**src/rtl/microwave_pkg.sv**
```systemverilog
// Shared types for the microwave timer and controller: BCD cook time, timer states, controller states.
// Pure package, no logic of its own; BCD time helpers are combinational.
package microwave_pkg;

    typedef logic [3:0] bcd_t;

    typedef struct packed {
        bcd_t m1;
        bcd_t m0;
        bcd_t s1;
        bcd_t s0;
    } cook_time_t;

    typedef enum logic [1:0] {IDLE, ARMED, RUN, DONE} timer_state_t;

    // Controller FSM encoding, kept here so the timer and controller agree on it.
    typedef enum logic [1:0] {CTRL_IDLE, CTRL_COOK, CTRL_BELL, CTRL_DOOR} ctrl_state_t;

    function automatic logic time_is_zero(input cook_time_t t);
        return (t == '0);
    endfunction

    // One-second BCD countdown; seconds are not range-limited, so 99 -> 98 is valid.
    function automatic cook_time_t time_dec(input cook_time_t t);
        cook_time_t r;
        r = t;
        if (t.s1 != 4'd0 || t.s0 != 4'd0) begin
            if (t.s0 == 4'd0) begin
                r.s1 = t.s1 - 4'd1;
                r.s0 = 4'd9;
            end else begin
                r.s0 = t.s0 - 4'd1;
            end
        end else begin
            r.s1 = 4'd5;
            r.s0 = 4'd9;
            if (t.m0 == 4'd0) begin
                r.m1 = t.m1 - 4'd1;
                r.m0 = 4'd9;
            end else begin
                r.m0 = t.m0 - 4'd1;
            end
        end
        return r;
    endfunction

    // +30 s with a single minute carry, saturating at 99:59.
    function automatic cook_time_t time_add30(input cook_time_t t);
        int sec;
        int mins;
        cook_time_t r;
        sec  = int'(t.s1) * 10 + int'(t.s0) + 30;
        mins = int'(t.m1) * 10 + int'(t.m0);
        if (sec > 59) begin
            sec  = sec - 60;
            mins = mins + 1;
        end
        if (mins > 99) begin
            r = '{m1: 4'd9, m0: 4'd9, s1: 4'd5, s0: 4'd9};
        end else begin
            r = '{m1: bcd_t'(mins / 10), m0: bcd_t'(mins % 10),
                  s1: bcd_t'(sec / 10),  s0: bcd_t'(sec % 10)};
        end
        return r;
    endfunction

endpackage

```
**src/rtl/tick_prescaler.sv**
```systemverilog
// Counts 0..N-1 while enabled and pulses tick on the wrap cycle; holds its value when disabled.
// clr zeroes the count synchronously and suppresses tick; no backpressure.
module tick_prescaler #(
    parameter int N = 50_000_000
) (
    input  logic clk,
    input  logic nrst,
    input  logic en,
    input  logic clr,
    output logic tick
);

    localparam int W = $clog2(N);

    logic [W-1:0] cnt;

    assign tick = en && !clr && (cnt == W'(N - 1));

    always_ff @(posedge clk or negedge nrst) begin
        if (!nrst) begin
            cnt <= '0;
        end else if (clr) begin
            cnt <= '0;
        end else if (en) begin
            cnt <= (cnt == W'(N - 1)) ? '0 : cnt + 1'b1;
        end
    end

endmodule

```
**src/rtl/microwave_timer.sv**
```systemverilog
// BCD MM:SS cook timer: keypad entry when idle, 1 Hz countdown in RUN, finish on 00:00; outputs one edge after inputs.
// Optional +30 s strobe via MICROWAVE_TIMER_ADD30_EN; clear overrides everything, no backpressure.
module microwave_timer
    import microwave_pkg::*;
#(
    parameter int CLK_PER_SEC = 50_000_000
) (
    input  logic       clk,
    input  logic       nrst,
    input  logic       heat,
    input  logic       key_valid,
    input  logic [3:0] key_digit,
    input  logic       clear,
`ifdef MICROWAVE_TIMER_ADD30_EN
    input  logic       add30,
`endif
    output logic       finish,
    output logic       running,
    output logic       zero,
    output logic [3:0] disp_m1,
    output logic [3:0] disp_m0,
    output logic [3:0] disp_s1,
    output logic [3:0] disp_s0
);

    cook_time_t   tm;
    cook_time_t   t_entry;
    cook_time_t   t_run;
    timer_state_t st;
    logic         tick;

    tick_prescaler #(.N(CLK_PER_SEC)) u_prescaler (
        .clk  (clk),
        .nrst (nrst),
        .en   (st == RUN),
        .clr  (clear),
        .tick (tick)
    );

    // Candidate next times for the idle/armed and counting states.
    always_comb begin
        t_entry = tm;
        if (key_valid && key_digit <= 4'd9) begin
            t_entry = '{m1: tm.m0, m0: tm.s1, s1: tm.s0, s0: key_digit};
        end
        t_run = tick ? time_dec(tm) : tm;
`ifdef MICROWAVE_TIMER_ADD30_EN
        if (add30) begin
            t_entry = time_add30(tm);
            t_run   = time_add30(t_run);
        end
`endif
    end

    always_ff @(posedge clk or negedge nrst) begin
        if (!nrst) begin
            tm <= '0;
            st <= IDLE;
        end else if (clear) begin
            tm <= '0;
            st <= heat ? DONE : IDLE;
        end else begin
            case (st)
                IDLE, ARMED: begin
                    tm <= t_entry;
                    if (heat) st <= time_is_zero(t_entry) ? DONE : RUN;
                    else      st <= time_is_zero(t_entry) ? IDLE : ARMED;
                end
                RUN: begin
                    tm <= t_run;
                    if (time_is_zero(t_run)) st <= DONE;
                    else if (!heat)          st <= ARMED;
                end
                DONE: begin
                    if (!heat) st <= IDLE;
                end
            endcase
        end
    end

    assign finish  = (st == DONE);
    assign running = (st == RUN);
    assign zero    = time_is_zero(tm);
    assign disp_m1 = tm.m1;
    assign disp_m0 = tm.m0;
    assign disp_s1 = tm.s1;
    assign disp_s0 = tm.s0;

endmodule

```
**config.mk**
```make
export PLATFORM = sky130hd
export DESIGN_NAME = microwave_timer
export DESIGN_NICKNAME = d
export VERILOG_FILES = /design/src/rtl/microwave_pkg.sv /design/src/rtl/tick_prescaler.sv /design/src/rtl/microwave_timer.sv
export SDC_FILE = /design/constraint.sdc
export NUM_CORES = 1
export LEC_CHECK = 0
export ABC_AREA = 1
export BUFFER_PORTS_ARGS = -buffer_cell sky130_fd_sc_hd__buf_2
export CORE_MARGIN = 10
export CORE_UTILIZATION = 55
export DETAILED_ROUTE_END_ITERATION = 6
export PLACE_DENSITY = 0.74
export SLEW_MARGIN = 20
export SYNTH_ARGS = -nofsm -noshare
export SYNTH_HDL_FRONTEND = slang
export SYNTH_SLANG_ARGS = --single-unit
```
**constraint.sdc**
```tcl
create_clock -name clk -period 2.2 [get_ports clk]
set_input_delay 0.66 -clock clk [delete_from_list [all_inputs] [get_ports clk]]
set_output_delay 0.66 -clock clk [all_outputs]
set_load 0.01 [all_outputs]
```
# Word-level counts from Yosys, hierarchy flattened
# Cells that the tools add are included.
# W data, S select, Z words.
# totals
ff_bits	44
inputBits	9
output_inout_bits	19
word_cells	57
# op_classes
n_eq_ne	6
n_lt_le_gt_ge	1
add_sub_neg	5
n_reduce_logical	17
mux	22
# op_table
operator	n
$mux W26	3
$logic_not A16 Y1	3
$mux W16	3
$pmux W16 S2	1
$add A26 B1 Y26 const B	1
$eq A26 B26 Y1 const B	1
$mux W4	4
$mux W8	2
$sub A4 B1 Y4 const B	4
$mux W2	6
$logic_not A4 Y1	2
$reduce_bool A4 Y1	2
$pmux W2 S3	1
$eq A2 B2 Y1 const B	2
$le A4 B4 Y1 const B	1
$ne A4 B4 Y1 const B	1
$logic_and A1 B1 Y1	3
$ne A3 B3 Y1 const B	1
$reduce_bool A3 Y1	1
$eq A2 B1 Y1 const B	1
$logic_not A2 Y1	1
$mux W1	2
$reduce_and A2 Y1	1
$reduce_bool A2 Y1	1
3 further kinds	3

# Longest topological paths before layout
# logic_depth
word_depth	8
ltp_mapped	18

# Cells and area by module
# A second synthesis with hierarchy kept.
# unflattened
cells_unflattened	491
area_unflattened_um2	3385.7
# modules_own_cells
mod	cells_each	area_per_inst_um2	n_inst
tick_prescaler	231	1789.2	1
microwave_timer	260	1596.5	1

# Worst setup path before layout
# No wires, ideal clock.
# synth_timing
path_type	reg-to-output
from	register tm (netlist bit disp_s0[0])
to	output port zero
path_stages_with_launch	8
path_buffers	1
path_slack_ns	0.007
t_arrival_ns	1.533
path_cell_list	dfrtp_1 -> inv_1 -> ha_1 -> nand3_2 -> nor2_4 -> buf_2 -> nand4_1 -> nor2_1
# synth_between
elab_chain_cells	1
# synth_lines
item	line	source
from (decl)	microwave_timer.sv:26	cook_time_t tm;
from (signal assigned)	microwave_timer.sv:65	tm <= t_entry;
from (signal assigned)	microwave_timer.sv:70	tm <= t_run;
$logic_not A16 Y1	microwave_pkg.sv:20	return (t == '0);
to (decl)	microwave_timer.sv:19	output logic zero,
# Every way passes these cells.

# Worst setup path in the final report
# layout_timing
from	register tm (netlist bit disp_s1[2])
to	output port zero
# Same word-level chain as after synthesis.

==> flow_summary_export.csv <==
group,metric,value,unit
worst_setup_path,rr_worst_depth,15,
worst_setup_path,critPathLaunchType,"flip-flop",
cts,clk_pin_slew,0.09,ns
grt,antenna_found_initial,0,
cts,cts_made_buffers,5,
drt,via_per_inst,5.51,
cells_and_area,instances_no_fill,663,
sta,tightest_slew,0.563,ns
sta,hold_viol_final,0,
place,finalWeightedCongestion,0.916,
drt,dr.first_iter.drc_count,306,
grt,grt_use_total,0.189,
flow_run,maxCapViolations,0,
sta,fin_crit_sh,0.992,
drt,ant_nets,0,
die,std_cell_rows,28,
drt,drcViolationCount,0,
synthesis,postSynthCellCount,536,
die,start_util,0.574,
grt,grt.overflow.total,0,
sta,finalSetupViolCount,0,
grt,grt_pass1_wl,15700,um
die,die-width,99.0,um
cts,insertion_delay,0.30,ns
worst_setup_path,cp_data_required_time,1.54,ns
synthesis,ys_seq_area_frac,0.320,
power_and_ir_drop,power.density,575,mW/mm^2
cts,cts_tree,"yes",
grt,grt_max_degree,45,
cells_and_area,areaGrowthSynthToFinish,17.8,%
place,placed_cells,648,
sta,post-route-min-period,2.18,ns
cells_and_area,finalInstanceArea,0.00405,mm^2
sta,fin_skew,0.00534,ns
drt,via_count,3654,
synthesis,synth_seq_cells,44,
synthesis,syn-num-nets,551,
die,core_area,0.00599,mm^2
sta,fmax,458,MHz
place,hpwl,6800,um
cells_and_area,diodes,0,
sta,grt_setup_unrepaired,"true",
die,die_area,0.00981,mm^2
cts,hold_buffers,0,
sta,fin_tns_setup,0,ns
worst_setup_path,rrSetupSlack,0.12,ns
cells_and_area,nets,602,
die,ios,28,
cts,clockRootBuffer,"clkbuf_8",
worst_setup_path,r2r-start,"u_prescaler.cnt[0]$_DFFE_PN0P_",
run_status,status,"complete, no violations",
sta,slew_violations,0,
worst_setup_path,end_kind,"primary output",
worst_setup_path,reg2reg_to,"st[0]$_DFFE_PN0P_",
place,post_dp_cell_area,0.00379,mm^2
cells_and_area,fillers,553,
worst_setup_path,arrival,1.52,ns
worst_setup_path,crit_type,"reg -> out",
drt,totalWireLength,9400,um
place,port_buffers,27,
synthesis,synth_area,0.00344,mm^2
grt,grt_pass1_vias,3319,
drt,first_pass_iters,5,
min_path,hold_class,"in -> async",
power_and_ir_drop,irDropWorstVdd,0.372,mV
cells_and_area,drive_gt1_frac,0.192,
cts,cts_buffer_depth,2,
die,die_h,99.0,um
drt,wl_per_cell,14.2,um
cts,cts_htree_levels,2,
synthesis,avgSynthCellArea,6.41,um^2
cts,clkSinkCount,44,
sta,slew_headroom,0.625,
synthesis,synth_cell_types,36,
power_and_ir_drop,p_leak,0.00198,uW
worst_setup_path,cp_max_fo,5,
synthesis,yosys_warnings,0,
## area by class of cell
cell class	count	area, um^2	area share
Clock inverter	2	38.8	0.00959
Multi-Input combinational cell	417	2110	0.522
Timing Repair Buffer	63	405	0.100
Inverter	56	210	0.0519
Tap cell	75	93.8	0.0232
Sequential cell	44	1100	0.273
Clock buffer	6	82.6	0.0204
## stage by stage
stage | utilization | setup slack (ns) | hold slack, ns | total power, uW
finish | 0.675 | 0.0182 | 0.435 | 2330
floorplan | - | 0.00726 | 0.364 | 1360
CTS | 0.662 | 0.00447 | 0.450 | 2310
detailed placement | 0.633 | 0.00321 | 0.519 | 1600
global route | 0.675 | -0.0433 | 0.468 | 2470
global placement | 0.633 | 0.0809 | 0.509 | 1590
## state kept, by name (all words and copies together), names as in the netlist
name	cells
disp_m0	4
disp_m1	4
st	2
disp_s0	4
disp_s1	4
u_prescaler.cnt	26
## timing repair
action	4_1_cts	5_1_grt
gates resized for setup	7	16
gates cloned	0	0
pin swaps	6	6
buffers inserted	4	3
setup endpoints to repair	1	9
## layer usage
metal / up-vias / track usage / share of wire
met5: - / 0 / 0
met1: 1655 / 0.264 / 0.46
met4: 0 / 0.0573 / 0.0099
met3: 12 / 0.0440 / 0.091
li1: 1836 / - / -
met2: 151 / 0.281 / 0.44
## synthesized netlist by cell type, drive strengths merged
library cell,count,share of area
xnor2,4,0.010
inv,56,0.061
xor2,4,0.010
o21ai,56,0.083
nor4,1,0.0018
dfrtp,44,0.32
nand2,195,0.22
nor2,60,0.080
a22oi,15,0.033
a31oi,1,0.0018
a21oi,13,0.019
nor3,12,0.022
nand4,4,0.0073
nand3,30,0.048
o32ai,2,0.0051
buf,11,0.018
clkbuf,8,0.0087
o22ai,8,0.015
or2,2,0.0036
ha,6,0.022
o31ai,2,0.0044
mux2i,1,0.0029
o221ai,1,0.0025
## layout by cell type, fill, tap and decap left out, types with 2 or more instances in the layout
cell type and count:
nor2_4 5, buf_2 27, nand4_1 4, clkbuf_8 6, o21ai_0 48, nor3_2 2, nand3_4 2, nand3_1 27
dfrtp_2 2, buf_4 36, o22ai_1 8, nand2_1 188, nor2_1 49, nand2_2 4, inv_1 46, nor2_2 5
or2_2 2, a21oi_1 13, dfrtp_1 42, a22oi_1 15, o32ai_1 2, ha_1 3, o21ai_1 7, o31ai_1 2
xnor2_1 4, nand2_4 2, inv_2 10, ha_4 2, nor3_1 9, xor2_1 4
## logic make-up after synthesis
logic type / share of synthesized area
and+or+nand+nor: 0.383
xor gates and xnor gates: 0.0204
AOI/OAI and AO/OA: 0.163
adders and majority gates: 0.0218
buffers and inverters: 0.0881
muxes: 0.00291
DFF: 0.320
## worst max path at each step
stage,start,end,depth (start not counted)
CTS,disp_s1[0]$_DFFE_PN0P_,zero,7
global route,disp_s1[0]$_DFFE_PN0P_,zero,7
finish,disp_s1[2]$_DFFE_PN0P_,zero,6
floorplan,disp_s0[0]$_DFFE_PN0P_,zero,7
global placement,key_digit[1],st[0]$_DFFE_PN0P_,15
detailed placement,key_digit[1],st[0]$_DFFE_PN0P_,15
## worst max-delay path, cell delays in order (launching register included)
cell and delay [ns]:
dfrtp_2 0.44, nor2_1 0.20, nand2_4 0.07, nor2_4 0.15, nand4_1 0.12, nor2_1 0.11, buf_2 0.14
## power breakdown
part,leakage (uW),switching (uW),internal (uW)
Sequential,0.000592,45.9,849
Clock,0.0000614,301,372
Combinational,0.00132,463,295
(Power assumes the default switching activity.)
